## config.mk

```make
export PLATFORM = sky130hd
export DESIGN_NAME = fifo_wr_arbiter_flat
export DESIGN_NICKNAME = d
export VERILOG_FILES = /design/src/rtl/fifo_wr_arbiter_if.sv /design/src/rtl/fifo_wr_arbiter.sv /design/src/flat_wrapper.sv
export SDC_FILE = /design/constraint.sdc
export NUM_CORES = 1
export LEC_CHECK = 0
export ABC_AREA = 1
export ABC_CLOCK_PERIOD_IN_PS = 1700
export CAP_MARGIN = 15
export CELL_PAD_IN_SITES_DETAIL_PLACEMENT = 1
export CELL_PAD_IN_SITES_GLOBAL_PLACEMENT = 1
export CORE_MARGIN = 1
export CORE_UTILIZATION = 23
export CTS_CLUSTER_SIZE = 10
export DETAILED_ROUTE_END_ITERATION = 6
export PLACE_DENSITY = 0.82
export SLEW_MARGIN = 20
export SYNTH_ARGS = -nofsm -noshare
export SYNTH_HDL_FRONTEND = slang
export SYNTH_SLANG_ARGS = --single-unit
export TNS_END_PERCENT = 10
```

## constraint.sdc

```tcl
create_clock -name wclk_i -period 1.7 [get_ports wclk_i]
set_clock_uncertainty 0.05 [all_clocks]
set_input_delay 0.34 -clock wclk_i [delete_from_list [all_inputs] [get_ports wclk_i]]
set_output_delay 0.34 -clock wclk_i [all_outputs]
set_load 0.005 [all_outputs]
```

## src/rtl/fifo_wr_arbiter_if.sv

```systemverilog
// fifo_wr_arbiter_if
// Bundles the producer handshake, the FIFO write port and the arbiter
// status outputs that connect to fifo_wr_arbiter.
//
// Signals:
//   req_valid  producer -> arbiter  per-requester word valid
//   req_data   producer -> arbiter  requester i data at [i*DATA_WIDTH +: DATA_WIDTH]
//   req_ready  arbiter -> producer  per-requester accept, one-hot or zero
//   wfull      FIFO -> arbiter      FIFO full flag (write domain)
//   winc       arbiter -> FIFO      FIFO write enable
//   wdata      arbiter -> FIFO      FIFO write data
//   grant_id   arbiter -> observer  index of current or last owner
//   busy       arbiter -> observer  high while a grant is active
//
// Modports:
//   master  the arbiter side
//   slave   the producer/FIFO environment side
interface fifo_wr_arbiter_if #(
  parameter int DATA_WIDTH = 8,
  parameter int NUM_REQ    = 4,
  parameter int ID_W       = $clog2(NUM_REQ)
) ();

  logic [NUM_REQ-1:0]            req_valid;
  logic [NUM_REQ*DATA_WIDTH-1:0] req_data;
  logic [NUM_REQ-1:0]            req_ready;
  logic                          wfull;
  logic                          winc;
  logic [DATA_WIDTH-1:0]         wdata;
  logic [ID_W-1:0]               grant_id;
  logic                          busy;

  modport master (
    input  req_valid, req_data, wfull,
    output req_ready, winc, wdata, grant_id, busy
  );

  modport slave (
    output req_valid, req_data, wfull,
    input  req_ready, winc, wdata, grant_id, busy
  );

endinterface

```

## src/rtl/fifo_wr_arbiter.sv

```systemverilog
// fifo_wr_arbiter
// Shares the single write port of the asynchronous FIFO among NUM_REQ
// producers. Grants are round-robin and bursted: the owner may write up to
// MAX_BURST words, then the arbiter returns to IDLE for one cycle and picks
// the next requester searching upward from the one after the last owner.
// The FIFO full flag stalls the owner without releasing it.
//
// Ports:
//   wclk_i    write-domain clock, the only clock
//   wrst_n_i  synchronous active-low reset, sampled on rising wclk_i
//   bus       fifo_wr_arbiter_if master modport (handshake, FIFO port, status)
//
// Build option:
//   FIFO_WR_ARB_HIPRI_EN  when defined, requester 0 wins every arbitration
//                         in which it is valid; otherwise pure round-robin.
module fifo_wr_arbiter #(
  parameter int DATA_WIDTH = 8,
  parameter int NUM_REQ    = 4,
  parameter int MAX_BURST  = 4,
  parameter int ID_W       = $clog2(NUM_REQ)
) (
  input  logic              wclk_i,
  input  logic              wrst_n_i,
  fifo_wr_arbiter_if.master bus
);

  localparam int CNT_W = $clog2(MAX_BURST + 1);

  typedef enum logic {IDLE, GRANT} state_e;

  state_e                state_q, state_d;
  logic [ID_W-1:0]       grant_id_q, grant_id_d;
  logic [ID_W-1:0]       rr_ptr_q, rr_ptr_d;
  logic [CNT_W-1:0]      burst_cnt_q, burst_cnt_d;

  logic [ID_W-1:0]       sel_id;
  logic                  sel_found;
  logic                  owner_valid;
  logic [DATA_WIDTH-1:0] owner_data;
  logic                  active;
  logic                  beat;
  logic                  last_beat;

  function automatic logic [ID_W-1:0] next_id(input logic [ID_W-1:0] id);
    if (id == ID_W'(NUM_REQ - 1)) return '0;
    return id + 1'b1;
  endfunction

  // Round-robin pick: first valid requester at or after rr_ptr, wrapping.
  always_comb begin
    int idx;
    idx       = 0;
    sel_id    = '0;
    sel_found = 1'b0;
    for (int k = 0; k < NUM_REQ; k++) begin
      idx = int'(rr_ptr_q) + k;
      if (idx >= NUM_REQ) idx = idx - NUM_REQ;
      if (!sel_found && bus.req_valid[ID_W'(idx)]) begin
        sel_found = 1'b1;
        sel_id    = ID_W'(idx);
      end
    end
`ifdef FIFO_WR_ARB_HIPRI_EN
    if (bus.req_valid[0]) begin
      sel_found = 1'b1;
      sel_id    = '0;
    end
`endif
  end

  // Mux out the current owner's valid and data word.
  always_comb begin
    owner_valid = 1'b0;
    owner_data  = '0;
    for (int i = 0; i < NUM_REQ; i++) begin
      if (grant_id_q == ID_W'(i)) begin
        owner_valid = bus.req_valid[i];
        owner_data  = bus.req_data[i*DATA_WIDTH +: DATA_WIDTH];
      end
    end
  end

  // Outputs drop as soon as reset is asserted, without waiting for an edge.
  assign active    = (state_q == GRANT) && wrst_n_i;
  assign beat      = active && owner_valid && !bus.wfull;
  assign last_beat = beat && (burst_cnt_q == CNT_W'(MAX_BURST - 1));

  always_comb begin
    bus.req_ready = '0;
    for (int i = 0; i < NUM_REQ; i++) begin
      if (active && grant_id_q == ID_W'(i)) bus.req_ready[i] = !bus.wfull;
    end
  end

  assign bus.winc     = beat;
  assign bus.wdata    = beat ? owner_data : '0;
  assign bus.grant_id = grant_id_q;
  assign bus.busy     = (state_q == GRANT);

  // Next-state: a grant ends on its last beat or when the owner drops valid;
  // a full FIFO alone never ends it. The counter stops at MAX_BURST-1.
  always_comb begin
    state_d     = state_q;
    grant_id_d  = grant_id_q;
    rr_ptr_d    = rr_ptr_q;
    burst_cnt_d = burst_cnt_q;
    case (state_q)
      IDLE: begin
        if (sel_found) begin
          state_d     = GRANT;
          grant_id_d  = sel_id;
          burst_cnt_d = '0;
        end
      end
      GRANT: begin
        if (beat && !last_beat) burst_cnt_d = burst_cnt_q + 1'b1;
        if (last_beat || !owner_valid) begin
          state_d  = IDLE;
          rr_ptr_d = next_id(grant_id_q);
        end
      end
      default: state_d = IDLE;
    endcase
  end

  always_ff @(posedge wclk_i) begin
    if (!wrst_n_i) begin
      state_q     <= IDLE;
      grant_id_q  <= '0;
      rr_ptr_q    <= '0;
      burst_cnt_q <= '0;
    end else begin
      state_q     <= state_d;
      grant_id_q  <= grant_id_d;
      rr_ptr_q    <= rr_ptr_d;
      burst_cnt_q <= burst_cnt_d;
    end
  end

endmodule

```

## src/flat_wrapper.sv

```systemverilog
// flat-port wrapper written by rule: the top's interface ports become plain ports
module fifo_wr_arbiter_flat 
#(
  parameter int DATA_WIDTH = 8,
  parameter int NUM_REQ    = 4,
  parameter int MAX_BURST  = 4,
  parameter int ID_W       = $clog2(NUM_REQ)
)
  (wclk_i, wrst_n_i, bus_req_valid, bus_req_data, bus_wfull, bus_req_ready, bus_winc, bus_wdata, bus_grant_id, bus_busy);
  fifo_wr_arbiter_if #(.DATA_WIDTH(DATA_WIDTH), .NUM_REQ(NUM_REQ), .ID_W(ID_W)) bus_i ();
  input  logic wclk_i;
  input  logic wrst_n_i;
  input wire logic [$bits(bus_i.req_valid)-1:0] bus_req_valid;
  input wire logic [$bits(bus_i.req_data)-1:0] bus_req_data;
  input wire logic [$bits(bus_i.wfull)-1:0] bus_wfull;
  output wire logic [$bits(bus_i.req_ready)-1:0] bus_req_ready;
  output wire logic [$bits(bus_i.winc)-1:0] bus_winc;
  output wire logic [$bits(bus_i.wdata)-1:0] bus_wdata;
  output wire logic [$bits(bus_i.grant_id)-1:0] bus_grant_id;
  output wire logic [$bits(bus_i.busy)-1:0] bus_busy;
  assign bus_i.req_valid = bus_req_valid;
  assign bus_i.req_data = bus_req_data;
  assign bus_i.wfull = bus_wfull;
  assign bus_req_ready = bus_i.req_ready;
  assign bus_winc = bus_i.winc;
  assign bus_wdata = bus_i.wdata;
  assign bus_grant_id = bus_i.grant_id;
  assign bus_busy = bus_i.busy;
  fifo_wr_arbiter #(.DATA_WIDTH(DATA_WIDTH), .NUM_REQ(NUM_REQ), .MAX_BURST(MAX_BURST), .ID_W(ID_W)) u_core (.wclk_i(wclk_i), .wrst_n_i(wrst_n_i), .bus(bus_i));
endmodule
```

==> impl_metrics.toml <==
[sta]
hold_viol = 0
setup_viol = 19
slew_viol_final = 0
relSlewSlack = 0.821
fin_setup_tns_ns = -3.57
period_share = 1.23
tightest_slew_ns = 0.266
setup_slack_ns = -0.392
fmax_ghz = 0.478
rsz0062_at_grt = "yes"
period_needed_ns = 2.09

[critical_path]
rrSetupSlack_ns = -0.12
endpoint_kind = "primary output"
worstSetupPathType = "register to primary output"
r2r-start = "u_core.bus.grant_id[1]"
cp-endpoint = "bus_wdata[4]"
start_kind = "register"
critPathMaxFanout = 5
arrival_ns = 1.70
crit_start = "u_core.bus.grant_id[1]"
rr_endpoint = "u_core.burst_cnt_q[1]"
crit_required_ns = 1.31
r2r_cells = 12

[synth]
yosysMostFrequentCell = "nand2_1"
ys_async_sr_fraction = 0
ys_warn_count = 0
synth_cell_types = 26
seq_area_frac_synth = 0.154
avgSynthCellArea_um2 = 5.80
ys_ff_latch = 8
netlist_instances = 179
yosysTopAreaCell = "nand2_1"
yosys-top-cells-area = "nand2_1 (18%), dfxtp_1 (15%), nor2_1 (8.0%)"
yosysTopAreaCellShare = 0.177
synthesis.nets = 224
netlist_area_mm2 = 0.00104
synth-main-ff-cell = "dfxtp_1"
synth_edf_count = 0
synthTopCellsByCount = "nand2_1 (49), nor2_1 (22), inv_1 (20)"

[detailed_routing]
wl_um = 4480
vias = 1517
drt_iter0_drc = 39
wl_per_cell_um = 14.2
vias_per_cell = 4.80
drc = 0
drtPass1Iterations = 4
ant_nets = 0

[placed_design]
post-place-ws_ns = -0.774
dp_hpwl_um = 3260
globalplace.congestion = 0.813
port_buffers = 54
dpl_cell_area_mm2 = 0.00187

[clock_tree]
clock_latency_ns = 0.24
clock_sinks = 8
cts_hold_buf = 0
cts_inserted_buffers = 3
cts_tree = "done"
ctsLongestPathBuffers = 2
cts.root.buffer_cell = "clkbuf_8"
path_clk_slew_ns = 0.05
cts.htree.levels = 1

[power_and_ir_drop]
powerDensity_mw_per_mm2 = 1260
power.leakage_nw = 0.965
peakVddDrop_uv = 464

[finish]
final_area_mm2 = 0.00203
nets = 311
final_core_util = 0.467
diodes = 0
drive_gt1_frac = 0.364
syn2layout_area_growth_pct = 95.8

[global_routing]
grt_usage = 0.188
grt_pass1_wl_um = 7330
grt_antenna_before_repair = 0
grt_overflow_total = 0
grt_max_degree = 17
grt_pass1_vias = 1568

[die]
die_area_mm2 = 0.00479
dieHeight_um = 69.2
chipWidth_um = 69.2
core-area_mm2 = 0.00435
start_util = 0.239
num_rows = 24
ioPinCount = 55

[job]
cap_violations = 0

[min_path]
hold_path_class = "register to register"

[run_status]
status = "finished, violations left"
violations = "setup timing"
[report_power, final]
| part | total (W) | leakage [nW] | switching [W] | internal, W |
|---|---|---|---|---|
| logic | 0.00201 | 0.877 | 0.00112 | 0.000891 |
| clock network | 0.000248 | 0.0216 | 0.0000931 | 0.000155 |
| registers | 0.000312 | 0.0669 | 0.0000637 | 0.000248 |
[per-stage QoR]
step	hold WS (ns)	cells	power, W
after floorplan	0.385	179	0.00142
after global placement	0.405	303	0.00200
after detailed placement	0.425	303	0.00205
after CTS	0.431	312	0.00246
after global routing	0.457	316	0.00280
final	0.428	316	0.00257
[cell families (layout without fill, tap and decap cells)]
logic type,Yosys count,in the layout,share of synthesized area
and+or+nand+nor,96,97,0.416
AOI/OAI and AO/OA,40,40,0.237
DFF,8,8,0.154
buffers and inverters,29,113,0.120
adders and majority gates,6,6,0.0723
[final cells by class]
| cell class | instances | area [µm²] |
|---|---|---|
| Timing Repair Buffer | 86 | 748 |
| Fill cell | 555 | 2320 |
| Clock buffer | 3 | 41.3 |
| Sequential cell | 8 | 168 |
| Tap cell | 52 | 65.1 |
| Inverter | 24 | 108 |
| Multi-Input combinational cell | 143 | 903 |
[flip-flops by register name, summed over array words and instances (netlist names)]
| name | flops |
|---|---|
| u_core.burst_cnt_q | 3 |
| u_core.bus.grant_id | 2 |
| u_core.rr_ptr_q | 2 |
| u_core.bus.busy | 1 |
[critical path, cell delays in order (launching register included)]
cell,delay (ns)
dfxtp_4,0.38
inv_4,0.05
ha_4,0.17
inv_4,0.06
nand3_2,0.06
nand2_2,0.07
nand2_2,0.06
o21ai_4,0.08
nand2_4,0.10
buf_4,0.14
a211oi_2,0.14
buf_2,0.14
[cell usage in the layout, fill, tap and decap left out, types with 8 or more instances in the layout]
cell / count
nand2_1: 45
clkdlybuf4s50_1: 38
buf_4: 27
nor2_1: 22
inv_1: 15
a21oi_1: 13
buf_2: 11
nand2_2: 9
nand3_1: 9
o211ai_1: 8
[worst min path at each step]
stage / startpoint / to / slack (ns) / cells past startpoint
final: u_core.burst_cnt_q[2] / u_core.burst_cnt_q[2] / 0.43 / 2
after global routing: u_core.burst_cnt_q[0] / u_core.burst_cnt_q[0] / 0.46 / 1
after CTS: u_core.burst_cnt_q[2] / u_core.burst_cnt_q[2] / 0.43 / 2
after detailed placement: u_core.burst_cnt_q[2] / u_core.burst_cnt_q[2] / 0.42 / 2
after global placement: u_core.burst_cnt_q[0] / u_core.burst_cnt_q[0] / 0.40 / 1
after floorplan: u_core.burst_cnt_q[0] / u_core.burst_cnt_q[0] / 0.38 / 1
[layer usage]
metal	global-route usage	routed length (µm)	up-vias
met1	0.234	2020	707
met2	0.330	2210	42
met3	0.0131	135	9
li1	-	-	759
met4	0.0862	108	0
met5	0	0	-
[repair_timing]
| item | CTS | global route |
|---|---|---|
| cloned | 1 | 0 |
| setup buffers | 5 | 4 |
| resized for setup | 66 | 18 |
| pin swaps | 10 | 7 |
| endpoints found under the setup margin | 21 | 21 |
(Power assumes the default switching activity.)
